**src/rtl/pe_pkg.sv**
```systemverilog
// Shared PE datapath types and the ReLU/saturation conversion.
// Also used by the PE array output mux, so keep the function interface stable.
package pe_pkg;

    localparam int unsigned PSUM_W = 10;
    localparam int unsigned ACT_W  = 8;

    typedef logic signed [PSUM_W-1:0] psum_t;
    typedef logic signed [ACT_W-1:0]  act_t;

    localparam psum_t ACT_MAX = psum_t'((1 << (ACT_W - 1)) - 1);
    localparam psum_t ACT_MIN = psum_t'(-(1 << (ACT_W - 1)));

    function automatic act_t sat_relu(input psum_t p, input logic relu_en);
        psum_t r;
        r = (relu_en && p[PSUM_W-1]) ? '0 : p;
        if (r > ACT_MAX) begin
            r = ACT_MAX;
        end else if (r < ACT_MIN) begin
            r = ACT_MIN;
        end
        return act_t'(r[ACT_W-1:0]);
    endfunction

endpackage

```
**src/rtl/sync_fifo.sv**
```systemverilog
// Synchronous first-word-fall-through FIFO with extra-MSB pointers.
// Read data is forced to zero while empty so no stale entry is visible.
module sync_fifo #(
    parameter int unsigned WIDTH = 8,
    parameter int unsigned DEPTH = 4
) (
    input  logic                     clk_i,
    input  logic                     rst_i,
    input  logic                     push_i,
    input  logic                     pop_i,
    input  logic [WIDTH-1:0]         wdata_i,
    output logic [WIDTH-1:0]         rdata_o,
    output logic                     full_o,
    output logic                     empty_o,
    output logic [$clog2(DEPTH):0]   level_o
);

    localparam int unsigned AW = $clog2(DEPTH);

    logic [AW:0]      wr_ptr_q, wr_ptr_d;
    logic [AW:0]      rd_ptr_q, rd_ptr_d;
    logic [WIDTH-1:0] mem_q [DEPTH];

    always_comb begin
        wr_ptr_d = wr_ptr_q + {{AW{1'b0}}, push_i};
        rd_ptr_d = rd_ptr_q + {{AW{1'b0}}, pop_i};
        empty_o  = (wr_ptr_q == rd_ptr_q);
        full_o   = (wr_ptr_q[AW] != rd_ptr_q[AW]) &&
                   (wr_ptr_q[AW-1:0] == rd_ptr_q[AW-1:0]);
        level_o  = wr_ptr_q - rd_ptr_q;
        rdata_o  = empty_o ? '0 : mem_q[rd_ptr_q[AW-1:0]];
    end

    always_ff @(posedge clk_i) begin
        if (rst_i) begin
            wr_ptr_q <= '0;
            rd_ptr_q <= '0;
        end else begin
            wr_ptr_q <= wr_ptr_d;
            rd_ptr_q <= rd_ptr_d;
        end
    end

    // Storage needs no reset: empty_o masks every unwritten slot.
    always_ff @(posedge clk_i) begin
        if (push_i) begin
            mem_q[wr_ptr_q[AW-1:0]] <= wdata_i;
        end
    end

endmodule

```
**src/rtl/psum_drain.sv**
```systemverilog
// PE output drain: selects the capture strobe by dataflow mode, converts psum to an
// activation, and queues results for the next layer's ifmap loader.
module psum_drain
    import pe_pkg::*;
#(
    parameter int unsigned PSUM_W  = pe_pkg::PSUM_W,
    parameter int unsigned ACT_W   = pe_pkg::ACT_W,
    parameter int unsigned DEPTH   = 4,
    parameter bit          RELU_EN = 1'b1
) (
    input  logic                      clk_i,
    input  logic                      rst_i,
    input  logic                      mode_i,
    input  logic [PSUM_W-1:0]         psum_i,
    input  logic                      psum_valid_i,
    input  logic                      os_capture_i,
    output logic [ACT_W-1:0]          act_o,
    output logic                      act_valid_o,
    input  logic                      act_ready_i,
    output logic [$clog2(DEPTH):0]    level_o,
    output logic                      overflow_o,
    input  logic                      clr_ovf_i,
    output logic [15:0]               result_cnt_o
);

    logic             capture;
    logic             push;
    logic             pop;
    logic             full;
    logic             empty;
    logic [ACT_W-1:0] act_conv;
    logic             overflow_q, overflow_d;
    logic [15:0]      result_cnt_q, result_cnt_d;

    always_comb begin
        capture  = mode_i ? psum_valid_i : os_capture_i;
        pop      = !empty && act_ready_i;
        // A pop frees the head slot in the same edge, so a full FIFO still accepts.
        push     = capture && (!full || pop);
        act_conv = sat_relu(psum_t'(psum_i), RELU_EN);

        overflow_d   = (overflow_q && !clr_ovf_i) || (capture && full && !pop);
        result_cnt_d = result_cnt_q + {15'b0, push};
    end

    always_ff @(posedge clk_i) begin
        if (rst_i) begin
            overflow_q   <= 1'b0;
            result_cnt_q <= '0;
        end else begin
            overflow_q   <= overflow_d;
            result_cnt_q <= result_cnt_d;
        end
    end

    sync_fifo #(
        .WIDTH (ACT_W),
        .DEPTH (DEPTH)
    ) u_fifo (
        .clk_i   (clk_i),
        .rst_i   (rst_i),
        .push_i  (push),
        .pop_i   (pop),
        .wdata_i (act_conv),
        .rdata_o (act_o),
        .full_o  (full),
        .empty_o (empty),
        .level_o (level_o)
    );

    assign act_valid_o  = !empty;
    assign overflow_o   = overflow_q;
    assign result_cnt_o = result_cnt_q;

endmodule

```
**config.mk**
```make
export PLATFORM = sky130hd
export DESIGN_NAME = psum_drain
export DESIGN_NICKNAME = d
export VERILOG_FILES = /design/src/rtl/pe_pkg.sv /design/src/rtl/sync_fifo.sv /design/src/rtl/psum_drain.sv
export SDC_FILE = /design/constraint.sdc
export NUM_CORES = 1
export LEC_CHECK = 0
export BUFFER_PORTS_ARGS = -buffer_cell sky130_fd_sc_hd__buf_2
export CORE_MARGIN = 2
export CORE_UTILIZATION = 57
export CTS_BUF_LIST = sky130_fd_sc_hd__clkbuf_8
export CTS_CLUSTER_SIZE = 14
export DETAILED_ROUTE_END_ITERATION = 8
export GPL_TIMING_DRIVEN = 0
export PLACE_DENSITY = 0.79
export SYNTH_ARGS = -nofsm -noshare
export SYNTH_HDL_FRONTEND = slang
export SYNTH_SLANG_ARGS = --single-unit
```
**constraint.sdc**
```tcl
create_clock -name clk_i -period 3.3 [get_ports clk_i]
set_clock_uncertainty 0.2 [all_clocks]
set_input_delay 0.165 -clock clk_i [delete_from_list [all_inputs] [get_ports clk_i]]
set_output_delay 0.165 -clock clk_i [all_outputs]
set_load 0.005 [all_outputs]
```
==> metrics.cfg <==
[setup_path]
cp.arrival_ns=2.96
startpoint_type=flip-flop
worstSetupPathType=flip-flop to flip-flop
critPathCaptureType=flip-flop
r2r_cells=11
required_ns=3.28
critPathMaxFanout=9

[finish]
nets=274
multiInputGateArea_um2=949.7
area_growth_pct=17.85
drive_above_1_share_pct=29.44
diodes=0
seqCellArea_um2=1421
final_cell_count_no_fill=298
nFillCells=295

[placed_design]
hpwl_mm=2.922
place_inst=288
portBuffers=45
dp_slack_ns=-0.006579
routabilityCongestion=0.7532

[drt]
wl_met2_mm=2.118
drtIter0Drc=100
wire_per_inst_um=13.85
drc=0
vias_per_cell=5.097
antenna_left=0
vias=1519
drt_first_pass_iters=4
routed_wl_mm=4.128
wl_met1_mm=1.750
routed-wl-met3_um=211
maxUsedRoutingLayer=met4

[timing]
slew_violations=0
min_period_over_period_pct=90.12
worstMarginPinSlew_ns=0.7641
hold_violations=0
worst_slack_ns=0.3260
post-route-min-period_ns=2.974
worst_slew_margin_rel_pct=48.87
setup_viol=0
max_freq_mhz=336.2

[floorplanning]
rows=23
dieWidth_um=69.14
coreArea_um2=4029
die_area_um2=4780
initial_core_util_pct=60.03
io-pin-count=46
die_h_um=69.14

[clocking]
post_cts_buffers=0
clockBufferDepth=2
numCtsBuffers=5
cts_root_buf=clkbuf_8
cts_tree=done
cts.sinks=55
clkLatencyLatePin_ns=0.30
clk_pin_slew_ns=0.09
cts_max_level=2

[logic_synthesis]
synth.top_cells.by_area=edfxtp_1 (40%), dfxtp_1 (19%), mux4_2 (7.4%), xnor2_1 (5.4%), nor2_1 (5.3%)
ys_types=30
synthCells=190
yosysTopAreaCell=edfxtp_1
syn_area_per_cell_um2=12.73
syn_area_um2=2419
seq_area_frac_synth_pct=58.77
ys_ff_latch=55
yosysWarningCount=0
netlist.area_leader.share_pct=39.73

[pwr]
p_seq_share_pct=51.4
leakagePower_nw=1.149
p_clk_share_pct=27.7
intPower_mw=1.151
pwr-share-comb_pct=20.9
vdd_drop_max_v=0.0003137
power_density_nw_per_um2=533.8
p_sw_share_pct=24.38
switchingPower_uw=370.9

[global_routing]
grt_pass1_wl_mm=6.955
grt-ovfl-total=0
grtUsageTotal_pct=18.52
grt_pass1_vias=1498
grt_max_degree=17
grt_antenna_before_repair=0

[job]
cap_violations=0

[status]
outcome=completed

[hold_path]
hold_path_class=input port to flip-flop
hold_depth=2

## cell usage in the layout (no fill, tap or decap), drive strengths merged, types with 3 or more instances in the layout
| cell | count |
|---|---|
| nand2 | 5 |
| edfxtp | 32 |
| nor4 | 3 |
| nand3 | 6 |
| clkbuf | 9 |
| dfxtp | 23 |
| nor2b | 16 |
| buf | 47 |
| xnor2 | 15 |
| nor2 | 35 |
| ha | 9 |
| nor3 | 4 |
| and3 | 3 |
| mux4 | 8 |
| conb | 4 |
| inv | 10 |
## cells in the mapped netlist (all sizes together)
cell	count
mux4	8
nor2b	16
and3	3
edfxtp	32
xor2	2
fa	1
and3b	1
mux2	1
inv	10
nor4	3
or3	1
xnor2	15
nand3	6
nor3	4
nand2	5
nor2	35
conb	1
clkbuf	4
buf	2
ha	9
or2	1
a2bb2oi	1
o21ai	1
nand4	2
a21oi	2
mux2i	1
dfxtp	23
## area by class of cell
class                           count  area share, %
Timing Repair Buffer               47          8.604
Buffer                              6         0.9219
Tap cell                           50          2.195
Inverter                           10          1.317
Sequential cell                    55          49.87
Clock inverter                      3          1.361
Clock buffer                        5          2.414
Multi-Input combinational cell    122          33.32
## layer usage
layer,vias to the layer above,track usage (%)
li1,762,-
met1,719,22.83
met2,33,31.94
met3,5,5.117
met4,0,5.229
met5,-,0
## stage by stage
| stage | hold slack [ns] | power [mW] | utilization (%) | TNS [ns] | instance area, um^2 |
|---|---|---|---|---|---|
| final | 0.08245 | 1.521 | 70.75 | 0 | 2850 |
| after global routing | 0.07768 | 1.605 | 70.75 | -0.005077 | 2850 |
| after CTS | 0.06531 | 1.535 | 70.65 | 0 | 2846 |
| after detailed placement | 0.2064 | 1.115 | 67.45 | -0.006579 | 2718 |
| after global placement | 0.1937 | 1.107 | 67.45 | 0 | 2718 |
| after floorplan | 0.03661 | 0.9977 | - | 0 | 2430 |
## flip-flops by register name (all words and copies together), names as in the netlist
register	flops
u_fifo.mem_q	32
overflow_o	1
result_cnt_o	16
u_fifo.rd_ptr_q	3
u_fifo.wr_ptr_q	3
## critical path: stages, from the launching register on
cell and delay (ns):
dfxtp_1 0.39, clkbuf_2 0.28, inv_1 0.07, ha_1 0.30
and3b_1 0.20, a21oi_2 0.29, ha_1 0.21, ha_1 0.20
nand3_2 0.18, nor4_2 0.32, xnor2_1 0.15, nor2_1 0.05
## power groups by stage
stage	Clock (mW)	Sequential, mW	Combinational, mW
final	0.422	0.782	0.318
after global routing	0.459	0.786	0.360
after CTS	0.432	0.782	0.321
after detailed placement	0	0.797	0.318
after global placement	0	0.795	0.312
after floorplan	0	0.793	0.205
## what timing repair did
item | CTS | global route
resized for setup | 1 | 1
setup endpoints to repair | 2 | 5
hold buffers | 2 | 0
hold endpoints to repair | 3 | 0
pin swaps | 0 | 0
## logic make-up (layout without fill, tap and decap cells)
group | count (synthesis) | after routing | synth area share (%)
AO/OA/AOI/OAI | 4 | 4 | 0.9828
adder cells (fa/ha/maj) | 10 | 10 | 5.484
AND/OR/NAND/NOR | 77 | 77 | 17.54
multiplexers | 10 | 10 | 8.329
flip-flops | 55 | 55 | 58.77
other | 1 | 4 | 0.1551
buffers and inverters | 16 | 71 | 2.587
XOR/XNOR | 17 | 17 | 6.157
## final timing paths
kind / from / endpoint / slack, ns
worst min-delay path: psum_i[9] / u_fifo.mem_q[1][2]$_DFFE_PP_ / 0.08
worst max-delay path: u_fifo.rd_ptr_q[1]$_SDFF_PP0_ / result_cnt_o[14]$_SDFF_PP0_ / 0.33
worst min register to register: overflow_o$_SDFF_PP0_ / overflow_o$_SDFF_PP0_ / 0.30
worst max register to register: u_fifo.rd_ptr_q[1]$_SDFF_PP0_ / result_cnt_o[14]$_SDFF_PP0_ / 0.33
Power figures use the tool's default switching activity.
